`src/rtl/cntr_pkg.sv`:
```
// Shared definitions for the counter-loader slice.
// Holds the loader FSM state type, default widths and the next-count helper.
// No logic and no latency; the package is imported by every file in the slice.
package cntr_pkg;

  localparam int CNTR_WIDTH_DFLT  = 4;
  localparam int CNTR_WRAP_W_DFLT = 8;

  typedef enum logic [2:0] {
    IDLE  = 3'd0,
    LOAD  = 3'd1,
    CHECK = 3'd2,
    RUN   = 3'd3,
    DONE  = 3'd4
  } cntr_ld_state_t;

  // Value a wrap counter must show one cycle after showing 'prev'.
  // The counter reloads 'val' after its maximum, so the result never overflows.
  // 'width' must be below 32.
  function automatic logic [31:0] cntr_next(input logic [31:0] prev,
                                            input logic [31:0] val,
                                            input int          width);
    logic [31:0] max_v;
    max_v = (32'd1 << width) - 32'd1;
    if (prev == max_v) begin
      return val;
    end
    return prev + 32'd1;
  endfunction

endpackage

```
`src/rtl/cntr_loader_if.sv`:
```
// Request channel into cntr_loader: start value plus wrap count, valid/ready.
// Combinational wiring only, so the channel itself adds no latency.
// A request waits with req_valid held until the loader raises req_ready.
// Ports: req_valid/req_val/req_wraps come from the master, req_ready from the slave.
interface cntr_loader_if
  import cntr_pkg::*;
#(
  parameter int WIDTH  = CNTR_WIDTH_DFLT,
  parameter int WRAP_W = CNTR_WRAP_W_DFLT
) ();

  logic              req_valid;
  logic              req_ready;
  logic [WIDTH-1:0]  req_val;
  logic [WRAP_W-1:0] req_wraps;

  modport master (
    output req_valid,
    output req_val,
    output req_wraps,
    input  req_ready
  );

  modport slave (
    input  req_valid,
    input  req_val,
    input  req_wraps,
    output req_ready
  );

endinterface

```
`src/rtl/cntr_seq_mon.sv`:
```
// Sequence monitor: tracks the counter output after a load, flags wraps and bad values.
// wrap/mismatch are combinational from count_in; prev_q registers once per cycle.
// No backpressure; it follows the counter every cycle while chk_en or run_en is high.
// Ports: clk, rst; chk_en (CHECK state), run_en (RUN state), val (loaded value),
//        count_in (counter output) -> wrap, mismatch.
// The value comparator only exists when CNTR_LOADER_CHECK_EN is defined.
module cntr_seq_mon
  import cntr_pkg::*;
#(
  parameter int WIDTH = CNTR_WIDTH_DFLT
) (
  input  logic             clk,
  input  logic             rst,
  input  logic             chk_en,
  input  logic             run_en,
  input  logic [WIDTH-1:0] val,
  input  logic [WIDTH-1:0] count_in,
  output logic             wrap,
  output logic             mismatch
);

  localparam logic [WIDTH-1:0] MAX_V = '1;

  logic [WIDTH-1:0] prev_q;

  // In CHECK this captures the loaded value; in RUN it follows the counter even
  // after a bad value, so wrap detection resynchronises to what the counter shows.
  always_ff @(posedge clk) begin
    if (rst) begin
      prev_q <= '0;
    end else if (chk_en || run_en) begin
      prev_q <= count_in;
    end
  end

  // A wrap is the step from max back to the reload value. When val == max the
  // counter sits at max, so every RUN cycle counts as a wrap.
  assign wrap = run_en && (prev_q == MAX_V) && (count_in == val);

`ifdef CNTR_LOADER_CHECK_EN
  logic [WIDTH-1:0] exp_cnt;

  // CHECK expects the freshly loaded value; RUN expects the successor of prev_q.
  assign exp_cnt  = chk_en ? val
                           : WIDTH'(cntr_next(32'(prev_q), 32'(val), WIDTH));
  assign mismatch = (chk_en || run_en) && (count_in != exp_cnt);
`else
  assign mismatch = 1'b0;
`endif

endmodule

```
`src/rtl/cntr_loader.sv`:
```
// Load initiator for a wrap counter: loads it, confirms the load, counts wraps, pulses done.
// Latency: ld_in one cycle after accept; done three cycles after accept with zero wraps.
// Backpressure: req_ready only in IDLE; a request raised while busy waits, it is not consumed.
// Ports: clk, rst (sync, active high); req (cntr_loader_if slave: valid/ready, val, wraps);
//        ld_in/ld_val to the counter; count_in from it; busy, done, wraps_seen, err status.
// Build option: CNTR_LOADER_CHECK_EN adds value checking; without it err is tied to 0.
module cntr_loader
  import cntr_pkg::*;
#(
  parameter int WIDTH  = CNTR_WIDTH_DFLT,
  parameter int WRAP_W = CNTR_WRAP_W_DFLT
) (
  input  logic              clk,
  input  logic              rst,
  cntr_loader_if.slave      req,
  output logic              ld_in,
  output logic [WIDTH-1:0]  ld_val,
  input  logic [WIDTH-1:0]  count_in,
  output logic              busy,
  output logic              done,
  output logic [WRAP_W-1:0] wraps_seen,
  output logic              err
);

  cntr_ld_state_t    state;
  logic [WIDTH-1:0]  val_q;
  logic [WRAP_W-1:0] tgt_q;
  logic [WRAP_W-1:0] wraps_inc;
  logic              accept;
  logic              chk_en;
  logic              run_en;
  logic              wrap;
  logic              mismatch;
  logic              last_wrap;

  // Held low through reset even though the state register may already read IDLE.
  assign req.req_ready = (state == IDLE) && !rst;
  assign busy          = (state != IDLE);
  assign accept        = req.req_ready && req.req_valid;

  assign chk_en = (state == CHECK);
  assign run_en = (state == RUN);

  // val_q is a register, so ld_val stays defined (and 0 out of reset) between loads.
  assign ld_val = val_q;

  // Saturating increment; tgt_q cannot exceed all-ones, so the job ends first.
  assign wraps_inc = (wraps_seen == '1) ? wraps_seen : wraps_seen + WRAP_W'(1);
  assign last_wrap = wrap && (wraps_inc == tgt_q);

  cntr_seq_mon #(
    .WIDTH (WIDTH)
  ) u_seq_mon (
    .clk      (clk),
    .rst      (rst),
    .chk_en   (chk_en),
    .run_en   (run_en),
    .val      (val_q),
    .count_in (count_in),
    .wrap     (wrap),
    .mismatch (mismatch)
  );

  // Control FSM. ld_in and done are pulses registered on entry to LOAD and DONE.
  always_ff @(posedge clk) begin
    if (rst) begin
      state      <= IDLE;
      val_q      <= '0;
      tgt_q      <= '0;
      ld_in      <= 1'b0;
      done       <= 1'b0;
      wraps_seen <= '0;
    end else begin
      ld_in <= 1'b0;
      done  <= 1'b0;
      case (state)
        IDLE: begin
          if (accept) begin
            val_q      <= req.req_val;
            tgt_q      <= req.req_wraps;
            wraps_seen <= '0;
            ld_in      <= 1'b1;
            state      <= LOAD;
          end
        end
        LOAD: begin
          state <= CHECK;
        end
        CHECK: begin
          if (mismatch || (tgt_q == '0)) begin
            done  <= 1'b1;
            state <= DONE;
          end else begin
            state <= RUN;
          end
        end
        RUN: begin
          if (mismatch) begin
            done  <= 1'b1;
            state <= DONE;
          end else if (wrap) begin
            wraps_seen <= wraps_inc;
            if (last_wrap) begin
              done  <= 1'b1;
              state <= DONE;
            end
          end
        end
        DONE: begin
          state <= IDLE;
        end
        default: begin
          state <= IDLE;
        end
      endcase
    end
  end

`ifdef CNTR_LOADER_CHECK_EN
  logic err_q;

  // Sticky until the next accepted request; mismatch is only raised in CHECK/RUN.
  always_ff @(posedge clk) begin
    if (rst) begin
      err_q <= 1'b0;
    end else if (accept) begin
      err_q <= 1'b0;
    end else if (mismatch) begin
      err_q <= 1'b1;
    end
  end

  assign err = err_q;
`else
  assign err = 1'b0;
`endif

endmodule

```
`src/flat_wrapper.sv`:
```
// flat-port wrapper written by rule: the top's interface ports become plain ports
module cntr_loader_flat import cntr_pkg::*;
#(
  parameter int WIDTH  = CNTR_WIDTH_DFLT,
  parameter int WRAP_W = CNTR_WRAP_W_DFLT
)
  (clk, rst, ld_in, ld_val, count_in, busy, done, wraps_seen, err, req_req_valid, req_req_val, req_req_wraps, req_req_ready);
  cntr_loader_if #(.WIDTH(WIDTH), .WRAP_W(WRAP_W)) req_i ();
  input  logic clk;
  input  logic rst;
  output logic ld_in;
  output logic [WIDTH-1:0] ld_val;
  input  logic [WIDTH-1:0] count_in;
  output logic busy;
  output logic done;
  output logic [WRAP_W-1:0] wraps_seen;
  output logic err;
  input wire logic [$bits(req_i.req_valid)-1:0] req_req_valid;
  input wire logic [$bits(req_i.req_val)-1:0] req_req_val;
  input wire logic [$bits(req_i.req_wraps)-1:0] req_req_wraps;
  output wire logic [$bits(req_i.req_ready)-1:0] req_req_ready;
  assign req_i.req_valid = req_req_valid;
  assign req_i.req_val = req_req_val;
  assign req_i.req_wraps = req_req_wraps;
  assign req_req_ready = req_i.req_ready;
  cntr_loader #(.WIDTH(WIDTH), .WRAP_W(WRAP_W)) u_core (.clk(clk), .rst(rst), .req(req_i), .ld_in(ld_in), .ld_val(ld_val), .count_in(count_in), .busy(busy), .done(done), .wraps_seen(wraps_seen), .err(err));
endmodule
```
`config.mk`:
```
export PLATFORM = sky130hd
export DESIGN_NAME = cntr_loader_flat
export DESIGN_NICKNAME = d
export VERILOG_FILES = /design/src/rtl/cntr_pkg.sv /design/src/rtl/cntr_loader_if.sv /design/src/rtl/cntr_seq_mon.sv /design/src/rtl/cntr_loader.sv /design/src/flat_wrapper.sv
export SDC_FILE = /design/constraint.sdc
export NUM_CORES = 1
export LEC_CHECK = 0
export BUFFER_PORTS_ARGS = -buffer_cell sky130_fd_sc_hd__buf_2
export CORE_MARGIN = 3
export CORE_UTILIZATION = 35
export DETAILED_ROUTE_END_ITERATION = 8
export PLACE_DENSITY_LB_ADDON = 0.25
export REMOVE_ABC_BUFFERS = 1
export SETUP_SLACK_MARGIN = 0.5
export SLEW_MARGIN = 5
export SYNTH_ARGS = -nofsm -noshare
export SYNTH_HDL_FRONTEND = slang
export SYNTH_HIERARCHICAL = 1
export SYNTH_SLANG_ARGS = --single-unit
```
`constraint.sdc`:
```
create_clock -name clk -period 2.7 [get_ports clk]
set_input_delay 0.135 -clock clk [delete_from_list [all_inputs] [get_ports clk]]
set_output_delay 0.135 -clock clk [all_outputs]
set_load 0.03 [all_outputs]
```
==> impl_summary.txt, run 1 <==
----------------------------------------------------
[CTS]
  Clock transition at the register clock pins on the worst setup and hold paths after CTS ... about 70 ps
  Hold buffer count at cts ... 0
  Later-pin clock latency in the skew report ... approximately 280 ps
  Total CTS buffers ... 5
  Num Clock Sinks ... 29
  Root Buffer Master ... sky130_fd_sc_hd__clkbuf_8
  Level count of the clock H-tree ... 2
  Clock tree from TritonCTS ... done
  Clock Path Buffers ... 2

[Placement]
  Weighted congestion reported at the end of routability-driven placement ... 0.870
  IO Port Bufs ... 34
  DP Wirelength ... 2650 µm
  Cell total after placement ... between 200 and 300

[Timing]
  Relative slew slack ... ~55%
  Maximum clock skew at final layout ... 5.18 ps
  Final worst-path cycle share ... 79.9%
  Upper clock frequency limit ... ~0.46 GHz
  Worst-margin pin slew ... approximately 650 ps
  Number of hold violations in the final report ... 0
  Final critical path time including I/O delays and setup ... 2160 ps
  Final-report max-slew violation count ... 0
  Summed negative setup slack over all endpoints ... 0 ps
  Setup repair after global routing missed its margin ... true
  Final setup violation count ... 0

[Detailed routing]
  Routed WL ... around 3900 µm
  Post-route DRC ... 0
  Antenna Nets Post-Route ... 0
  Total number of vias ... around 1500
  Count of TritonRoute iterations in the first routing pass ... 4
  Routed length per instance ... 13.6 µm
  Drt first-iter violations ... 136
  Vias per std cell ... 5.14

[Global routing]
  Number of global-route vias before repair ... around 1400
  Antenna violations before repair ... 0
  Global-route congestion overflow total ... 0
  Global-route wire length before repair ... approximately 6300 µm
  GRT Util Overall ... around 15%
  Pin count of the biggest net entering global routing ... 31

[Pwr]
  Power per standard cell area ... 493 nW/µm²
  Internal power contribution ... slightly below 0.7 mW
  Net Sw Frac ... 29.6%
  Reg power frac ... 48.5%
  Combinational share of power ... between 10% and 20%
  NetSw ... ~0.29 mW
  Static power due to leakage ... a little under 0.8 nW
  Worst voltage drop across the vdd grid ... around 0.00030 V
  Clock share of power ... 36.4%

[Setup path]
  Crit-path max cell delay ... between 500 and 600 ps
  Cell family contributing the most delay on the critical path ... simple AND/OR/NAND/NOR gates
  Peak fanout along the critical path ... 6
  Worst path slowest cell ... sky130_fd_sc_hd__or4_4
  Critical-path cell list ... ha_4 -> and2_4 -> nand3_2 -> mux2i_1 -> a221o_1 -> or4_4 -> o41ai_2
  Arrival @ worst endpoint ... 2340 ps
  Class of the most critical setup path ... flip-flop to flip-flop
  CP Launch Type ... flip-flop
  Type of element capturing the critical path ... flip-flop
  Buffer and inverter count on the worst path ... 0
  Required time of the critical path ... roughly 2900 ps

[Final layout]
  Register Area ... 597 µm²
  Total of fill cells in the finished design ... about 420
  Number of nets at the end of the flow ... around 250
  Combined area of the multi-input logic cells ... between 900 and 1000 µm²
  Count of antenna diodes in the layout ... 0
  Area growth from synthesis to final layout ... 26.5%
  Count of placed standard cells in the final layout, fillers left out ... approximately 290
  Share of cells above drive strength 1 ... about a third

[Run status]
  Result of the run ... completed

[Floorplan]
  Floorplan die area ... between 5000 and 6000 µm²
  Effective utilization at floorplan ... a little under two fifths
  X dimension of the die ... between 70 and 80 µm
  Core Footprint ... 4170 µm²
  Die height ... roughly 73 µm
  Cell Rows ... 23
  Number of placed I/O pins ... 36

[Logic synthesis]
  Main area contributors after synthesis ... sky130_fd_sc_hd__dfxtp_1, sky130_fd_sc_hd__o21ai_0, sky130_fd_sc_hd__nand2_1, sky130_fd_sc_hd__nand2b_1, sky130_fd_sc_hd__xnor2_1
  Cell type with the highest aggregate area in the netlist ... sky130_fd_sc_hd__dfxtp_1
  Top post-synthesis cells by count ... sky130_fd_sc_hd__dfxtp_1, sky130_fd_sc_hd__nand2_1, sky130_fd_sc_hd__o21ai_0, sky130_fd_sc_hd__nand2b_1, sky130_fd_sc_hd__a21oi_1
  Average instance area after synthesis ... around 8.0 µm²
  Sequential cell area fraction in the yosys report ... between 30% and 40%
  Async set-or-reset flop fraction in the synthesized netlist ... 0%
  FF+latch count, synth ... 29
  Cells after Synth ... 195
  Distinct cells, synth ... 41
  Proportion of netlist area held by the largest area contributor ... a little under two fifths
  Most used flip-flop cell after synthesis ... sky130_fd_sc_hd__dfxtp_1
  Post-synth EDFFs ... 0
  Warnings from Yosys ... 6
  Cell with the most instances after synthesis ... sky130_fd_sc_hd__dfxtp_1
  Netlist area before placement ... around 1600 µm²

[Worst hold path]
  Min-Delay Path Class ... primary input to flip-flop

[Run]
  Max-cap violation count ... 0

----------------------------------------------------
-- metal layers --
| layer | up-vias | routed length, µm | track usage [%] | part of all wire, % |
|---|---|---|---|---|
| met1 | 655 | 1880 | 20.5 | 49 |
| met3 | 2 | 160 | 3.72 | 4.1 |
| met2 | 31 | 1800 | 23.4 | 46 |
| met4 | 0 | 31 | 6.15 | 0.80 |
| met5 | - | 0 | 0 | 0 |
| li1 | 777 | - | - | - |
-- registers in the layout, summed over array words and instances (netlist names) --
signal,flops
u_core/wraps_seen,8
u_core/u_seq_mon/prev_q,4
u_core/state,3
u_core/done,1
u_core/ld_in,1
u_core/tgt_q,8
u_core/ld_val,4
-- power groups by stage --
| stage | sequential [mW] | combinational (mW) | clock [mW] |
|---|---|---|---|
| floorplan | 0.493 | 0.0787 | 0 |
| global placement | 0.485 | 0.140 | 0 |
| detailed placement | 0.485 | 0.140 | 0 |
| CTS | 0.473 | 0.142 | 0.372 |
| global route | 0.478 | 0.164 | 0.388 |
| finish | 0.475 | 0.148 | 0.356 |
-- path summary, 6_finish.rpt --
kind                                    from                          to  slack (ps)  depth (start not counted)
hold / removal              req_req_wraps[6]             u_core/tgt_q[6]          50                          3
hold reg to reg   u_core/u_seq_mon/prev_q[2]  u_core/u_seq_mon/prev_q[2]         450                          2
setup / recovery        u_core/wraps_seen[1]                 u_core/done         540                          7
setup reg to reg        u_core/wraps_seen[1]                 u_core/done         540                          7
-- cells in the final DEF (no fill, tap or decap), types with 2 or more instances in the layout --
cell type and instances:
sky130_fd_sc_hd__clkinvlp_4 3, sky130_fd_sc_hd__dfxtp_1 20, sky130_fd_sc_hd__nor4_1 6, sky130_fd_sc_hd__nand4_1 2
sky130_fd_sc_hd__conb_1 2, sky130_fd_sc_hd__xor2_1 4, sky130_fd_sc_hd__nor3_1 6, sky130_fd_sc_hd__nand3_2 3
sky130_fd_sc_hd__dfxtp_2 7, sky130_fd_sc_hd__clkbuf_8 5, sky130_fd_sc_hd__o41ai_2 3, sky130_fd_sc_hd__nand2b_1 13
sky130_fd_sc_hd__o21ai_0 22, sky130_fd_sc_hd__a21oi_1 11, sky130_fd_sc_hd__nor2_1 9, sky130_fd_sc_hd__nand2_1 25
sky130_fd_sc_hd__buf_4 8, sky130_fd_sc_hd__dfxtp_4 2, sky130_fd_sc_hd__and2_1 3, sky130_fd_sc_hd__buf_2 34
sky130_fd_sc_hd__nand3_1 2, sky130_fd_sc_hd__xnor2_1 9, sky130_fd_sc_hd__a31oi_1 6, sky130_fd_sc_hd__mux2i_1 4
sky130_fd_sc_hd__inv_1 3, sky130_fd_sc_hd__a311oi_1 2
-- area by class of cell --
| type | instances | area share [%] |
|---|---|---|
| clock buffers | 5 | 3.47 |
| clock inverters | 3 | 1.13 |
| inverters | 3 | 0.567 |
| multi-input cells | 153 | 50.0 |
| flip-flops and latches | 29 | 30.1 |
| well taps | 50 | 3.15 |
| repair buffers | 42 | 11.6 |
-- stage by stage --
stage	hold slack, ps	power (mW)	area (µm²)	setup slack, ps	util, %
finish	46.8	0.979	1980	544	47.6
global route	43.5	1.03	1980	454	47.6
CTS	36.5	0.987	1910	503	45.7
detailed placement	335	0.625	1770	141	42.4
global placement	327	0.625	1770	203	42.4
floorplan	204	0.572	1520	51.3	-
-- tightest hold or removal path, cell delays in order --
cell	delay, ps
sky130_fd_sc_hd__buf_2	70
sky130_fd_sc_hd__nand2_1	30
sky130_fd_sc_hd__o21ai_0	50
-- repair_timing --
| item | 4_1_cts | 5_1_grt |
|---|---|---|
| buffers inserted | 1 | 4 |
| gates resized for setup | 11 | 15 |
| pin swaps | 1 | 3 |
| setup endpoints to repair | 4 | 7 |
-- cell families after synthesis --
group                      share of synthesized area, %
xor gates and xnor gates                           7.26
adders and majority gates                         0.797
other                                             0.479
muxes                                              2.55
buffers and inverters                              4.15
AOI/OAI and AO/OA                                  18.8
DFF                                                37.0
and+or+nand+nor                                    28.9
No activity file was read; power rests on OpenSTA's default activity.
==> run 2: changes to the inputs <==
Settings changed: ABC_AREA set to 1.
Clock period 2.7 ns to 2 ns, I/O delays scaled along.
==> run 2 against run 1 <==
  * Synthesized cell count up 32%
  * Largest cell class unchanged
  * Wire length up 12%
  * Sequential power up 40%
  * First-iteration DRC count down 21%
  * Clock power up 48%
  * Sequential share of layout area down 2.5 points
  * Setup slack worse by 160 ps
  * Power up 55%
  * Register-to-register slack worse by 160 ps
==> impl_summary.txt, run 2 <==
----------------------------------------------------
[Timing]
  Maximum clock skew at final layout ... 3.91 ps (was 5.18 ps)
  Final setup violation count ... 0 (unchanged)
  Worst Hold Margin ... 16.9 ps (was 46.8 ps)
  Upper clock frequency limit ... 0.619 GHz (was 0.464 GHz)
  Final worst-path cycle share ... 80.8% (was 79.9%)
  Setup repair after global routing missed its margin ... true (unchanged)
  Setup ws final ... 384 ps (was 544 ps)
  Number of hold violations in the final report ... 0 (unchanged)
  Summed negative setup slack over all endpoints ... 0 ps (unchanged)
  Final critical path time including I/O delays and setup ... 1620 ps (was 2160 ps)
  Final-report max-slew violation count ... 0 (unchanged)
  Worst-margin pin slew ... 600 ps (was 655 ps)
  Relative slew slack ... 59.7% (was 55.2%)

[Logic synthesis]
  Most used flip-flop cell after synthesis ... sky130_fd_sc_hd__dfxtp_1 (unchanged)
  Async set-or-reset flop fraction in the synthesized netlist ... 0% (unchanged)
  Cell type with the highest aggregate area in the netlist ... sky130_fd_sc_hd__dfxtp_1 (unchanged)
  Main area contributors after synthesis ... sky130_fd_sc_hd__dfxtp_1, sky130_fd_sc_hd__nand2_1, sky130_fd_sc_hd__inv_1, sky130_fd_sc_hd__a21oi_1, sky130_fd_sc_hd__nand3_1 (was sky130_fd_sc_hd__dfxtp_1, sky130_fd_sc_hd__o21ai_0, sky130_fd_sc_hd__nand2_1, sky130_fd_sc_hd__nand2b_1, sky130_fd_sc_hd__xnor2_1)
  Sequential cell area fraction in the yosys report ... 35.7% (was 37.0%)
  Distinct cells, synth ... 26 (was 41)
  Cells after Synth ... 257 (was 195)
  Top post-synthesis cells by count ... sky130_fd_sc_hd__nand2_1, sky130_fd_sc_hd__inv_1, sky130_fd_sc_hd__dfxtp_1, sky130_fd_sc_hd__a21oi_1, sky130_fd_sc_hd__nand3_1 (was sky130_fd_sc_hd__dfxtp_1, sky130_fd_sc_hd__nand2_1, sky130_fd_sc_hd__o21ai_0, sky130_fd_sc_hd__nand2b_1, sky130_fd_sc_hd__a21oi_1)
  Proportion of netlist area held by the largest area contributor ... 35.7% (was 37.0%)
  Warnings from Yosys ... 6 (unchanged)
  FF+latch count, synth ... 29 (unchanged)
  Cell with the most instances after synthesis ... sky130_fd_sc_hd__nand2_1 (was sky130_fd_sc_hd__dfxtp_1)
  Netlist area before placement ... 1620 µm² (was 1570 µm²)
  Post-synth EDFFs ... 0 (unchanged)
  Average instance area after synthesis ... 6.32 µm² (was 8.05 µm²)

[Setup path]
  CP Launch Type ... flip-flop (unchanged)
  Required time of the critical path ... 2200 ps (was 2880 ps)
  Arrival @ worst endpoint ... 1820 ps (was 2340 ps)
  Class of the most critical setup path ... flip-flop to flip-flop (unchanged)
  Peak fanout along the critical path ... 5 (was 6)
  Type of element capturing the critical path ... flip-flop (unchanged)

[Final layout]
  Total of fill cells in the finished design ... 476 (was 417)
  Final design instance area without fill ... 2140 µm² (was 1980 µm²)
  Register Area ... 591 µm² (was 597 µm²)
  Post-layout util ... 48.5% (was 47.6%)
  Leading cell types in the layout, fill and taps excluded ... sky130_fd_sc_hd__nand2_1, sky130_fd_sc_hd__inv_1, sky130_fd_sc_hd__buf_2 (was sky130_fd_sc_hd__buf_2, sky130_fd_sc_hd__nand2_1, sky130_fd_sc_hd__o21ai_0)
  Count of placed standard cells in the final layout, fillers left out ... 358 (was 285)
  Number of nets at the end of the flow ... 325 (was 254)
  Area growth from synthesis to final layout ... 31.9% (was 26.5%)
  Combined area of the multi-input logic cells ... 948 µm² (was 992 µm²)
  Share of cells above drive strength 1 ... 32.0% (was 32.8%)
  Most common library cell in the layout ignoring fill and taps ... sky130_fd_sc_hd__nand2_1 (was sky130_fd_sc_hd__buf_2)
  Count of antenna diodes in the layout ... 0 (unchanged)
  Regs by FF count ... u_core/tgt_q (8), u_core/wraps_seen (8) (unchanged)

[CTS]
  Clock transition at the register clock pins on the worst setup and hold paths after CTS ... 60 ps (was 70 ps)
  Hold buffer count at cts ... 0 (unchanged)
  Later-pin clock latency in the skew report ... 280 ps (about the same)
  Level count of the clock H-tree ... 2 (unchanged)
  Root Buffer Master ... sky130_fd_sc_hd__clkbuf_8 (unchanged)
  Clock tree from TritonCTS ... done (unchanged)
  Clock Path Buffers ... 2 (unchanged)
  Num Clock Sinks ... 29 (unchanged)
  Total CTS buffers ... 5 (unchanged)

[Floorplan]
  X dimension of the die ... 74.1 µm (was 73.0 µm)
  Cell Rows ... 24 (was 23)
  Die height ... 74.1 µm (was 73.0 µm)
  Core Footprint ... 4410 µm² (was 4170 µm²)
  Effective utilization at floorplan ... 36.8% (was 37.6%)
  Number of placed I/O pins ... 36 (unchanged)
  Floorplan die area ... 5490 µm² (was 5320 µm²)

[Placement]
  IO Port Bufs ... 34 (unchanged)
  Area after DPL ... 1870 µm² (was 1770 µm²)
  Weighted congestion reported at the end of routability-driven placement ... 0.861 (was 0.870)
  DP Wirelength ... 3170 µm (was 2650 µm)
  Cell total after placement ... 343 (was 272)
  Dpl ws ... 160 ps (was 141 ps)

[Detailed routing]
  Vias per std cell ... 4.80 (was 5.14)
  Routed WL ... 4350 µm (was 3870 µm)
  Drt first-iter violations ... 107 (was 136)
  Antenna Nets Post-Route ... 0 (unchanged)
  Total number of vias ... 1719 (was 1465)
  Routed length per instance ... 12.1 µm (was 13.6 µm)
  Post-route DRC ... 0 (unchanged)
  Count of TritonRoute iterations in the first routing pass ... 4 (unchanged)

[Global routing]
  GRT Util Overall ... 16.7% (was 15.3%)
  Global-route congestion overflow total ... 0 (unchanged)
  Number of global-route vias before repair ... 1619 (was 1364)
  Pin count of the biggest net entering global routing ... 16 (was 31)
  Global-route wire length before repair ... 7140 µm (was 6310 µm)
  Antenna violations before repair ... 0 (unchanged)

[Pwr]
  Worst voltage drop across the vdd grid ... 0.000455 V (was 0.000304 V)
  Static power due to leakage ... 0.991 nW (was 0.770 nW)
  Total chip power ... 1.52 mW (was 0.979 mW)
  Power per standard cell area ... 708 nW/µm² (was 493 nW/µm²)

[Run status]
  Result of the run ... completed (unchanged)

[Run]
  Max-cap violation count ... 0 (unchanged)

[Worst hold path]
  Min-Delay Path Class ... primary input to flip-flop (unchanged)

----------------------------------------------------
## run 2: final cells by class
class	count	area share [%]
clock inverters	1	0.234
clock buffers	7	4.50
multi-input cells	181	44.3
repair buffers	48	13.0
well taps	52	3.04
inverters	40	7.36
flip-flops and latches	29	27.6
## run 2: cell families after synthesis
group / after synthesis / synth area share, %
xor+xnor: 2 / 1.08
simple gates: 136 / 37.6
buf+inv: 48 / 12.2
flops: 29 / 35.7
fa+ha+maj: 1 / 0.770
compound gates: 39 / 12.1
other cells: 2 / 0.462
## run 2: worst max-delay path, cell delays in order (launching register included)
cell and delay [ps]:
sky130_fd_sc_hd__dfxtp_2 360, sky130_fd_sc_hd__ha_4 160, sky130_fd_sc_hd__nand2_4 70, sky130_fd_sc_hd__nor2_4 150, sky130_fd_sc_hd__nand3b_1 150, sky130_fd_sc_hd__buf_4 170, sky130_fd_sc_hd__nand2_2 50, sky130_fd_sc_hd__nand2_1 60
sky130_fd_sc_hd__nand3_2 80, sky130_fd_sc_hd__nor2_2 40, sky130_fd_sc_hd__nand3_2 80, sky130_fd_sc_hd__nand2_2 60, sky130_fd_sc_hd__a21oi_1 120
## run 2: report_power, final
part | leakage, nW | internal [mW] | switching [mW] | total [mW]
registers | 0.240 | 0.628 | 0.0357 | 0.664
logic | 0.696 | 0.114 | 0.213 | 0.327
clock network | 0.0542 | 0.310 | 0.216 | 0.527
## run 2: per-layer routing
metal | part of all wire, % | global-route usage (%) | vias to the layer above
li1 | - | - | 903
met1 | 45 | 21.6 | 779
met2 | 49 | 27.6 | 35
met3 | 5.2 | 3.92 | 2
met4 | 0.48 | 5.43 | 0
met5 | 0 | 0 | -
## run 2: timing repair
action,in CTS,in global routing
endpoints found under the setup margin,16,25
pin swaps,15,15
cloned,1,0
setup buffers,2,4
resized for setup,22,20
## run 2: worst paths after layout
kind | start | to | slack, ps | depth (start not counted)
setup / recovery | u_core/wraps_seen[1] | u_core/state[0] | 380 | 12
hold / removal | req_req_val[1] | u_core/ld_val[1] | 20 | 3
setup reg to reg | u_core/wraps_seen[1] | u_core/state[0] | 380 | 12
hold reg to reg | u_core/u_seq_mon/prev_q[3] | u_core/u_seq_mon/prev_q[3] | 470 | 2
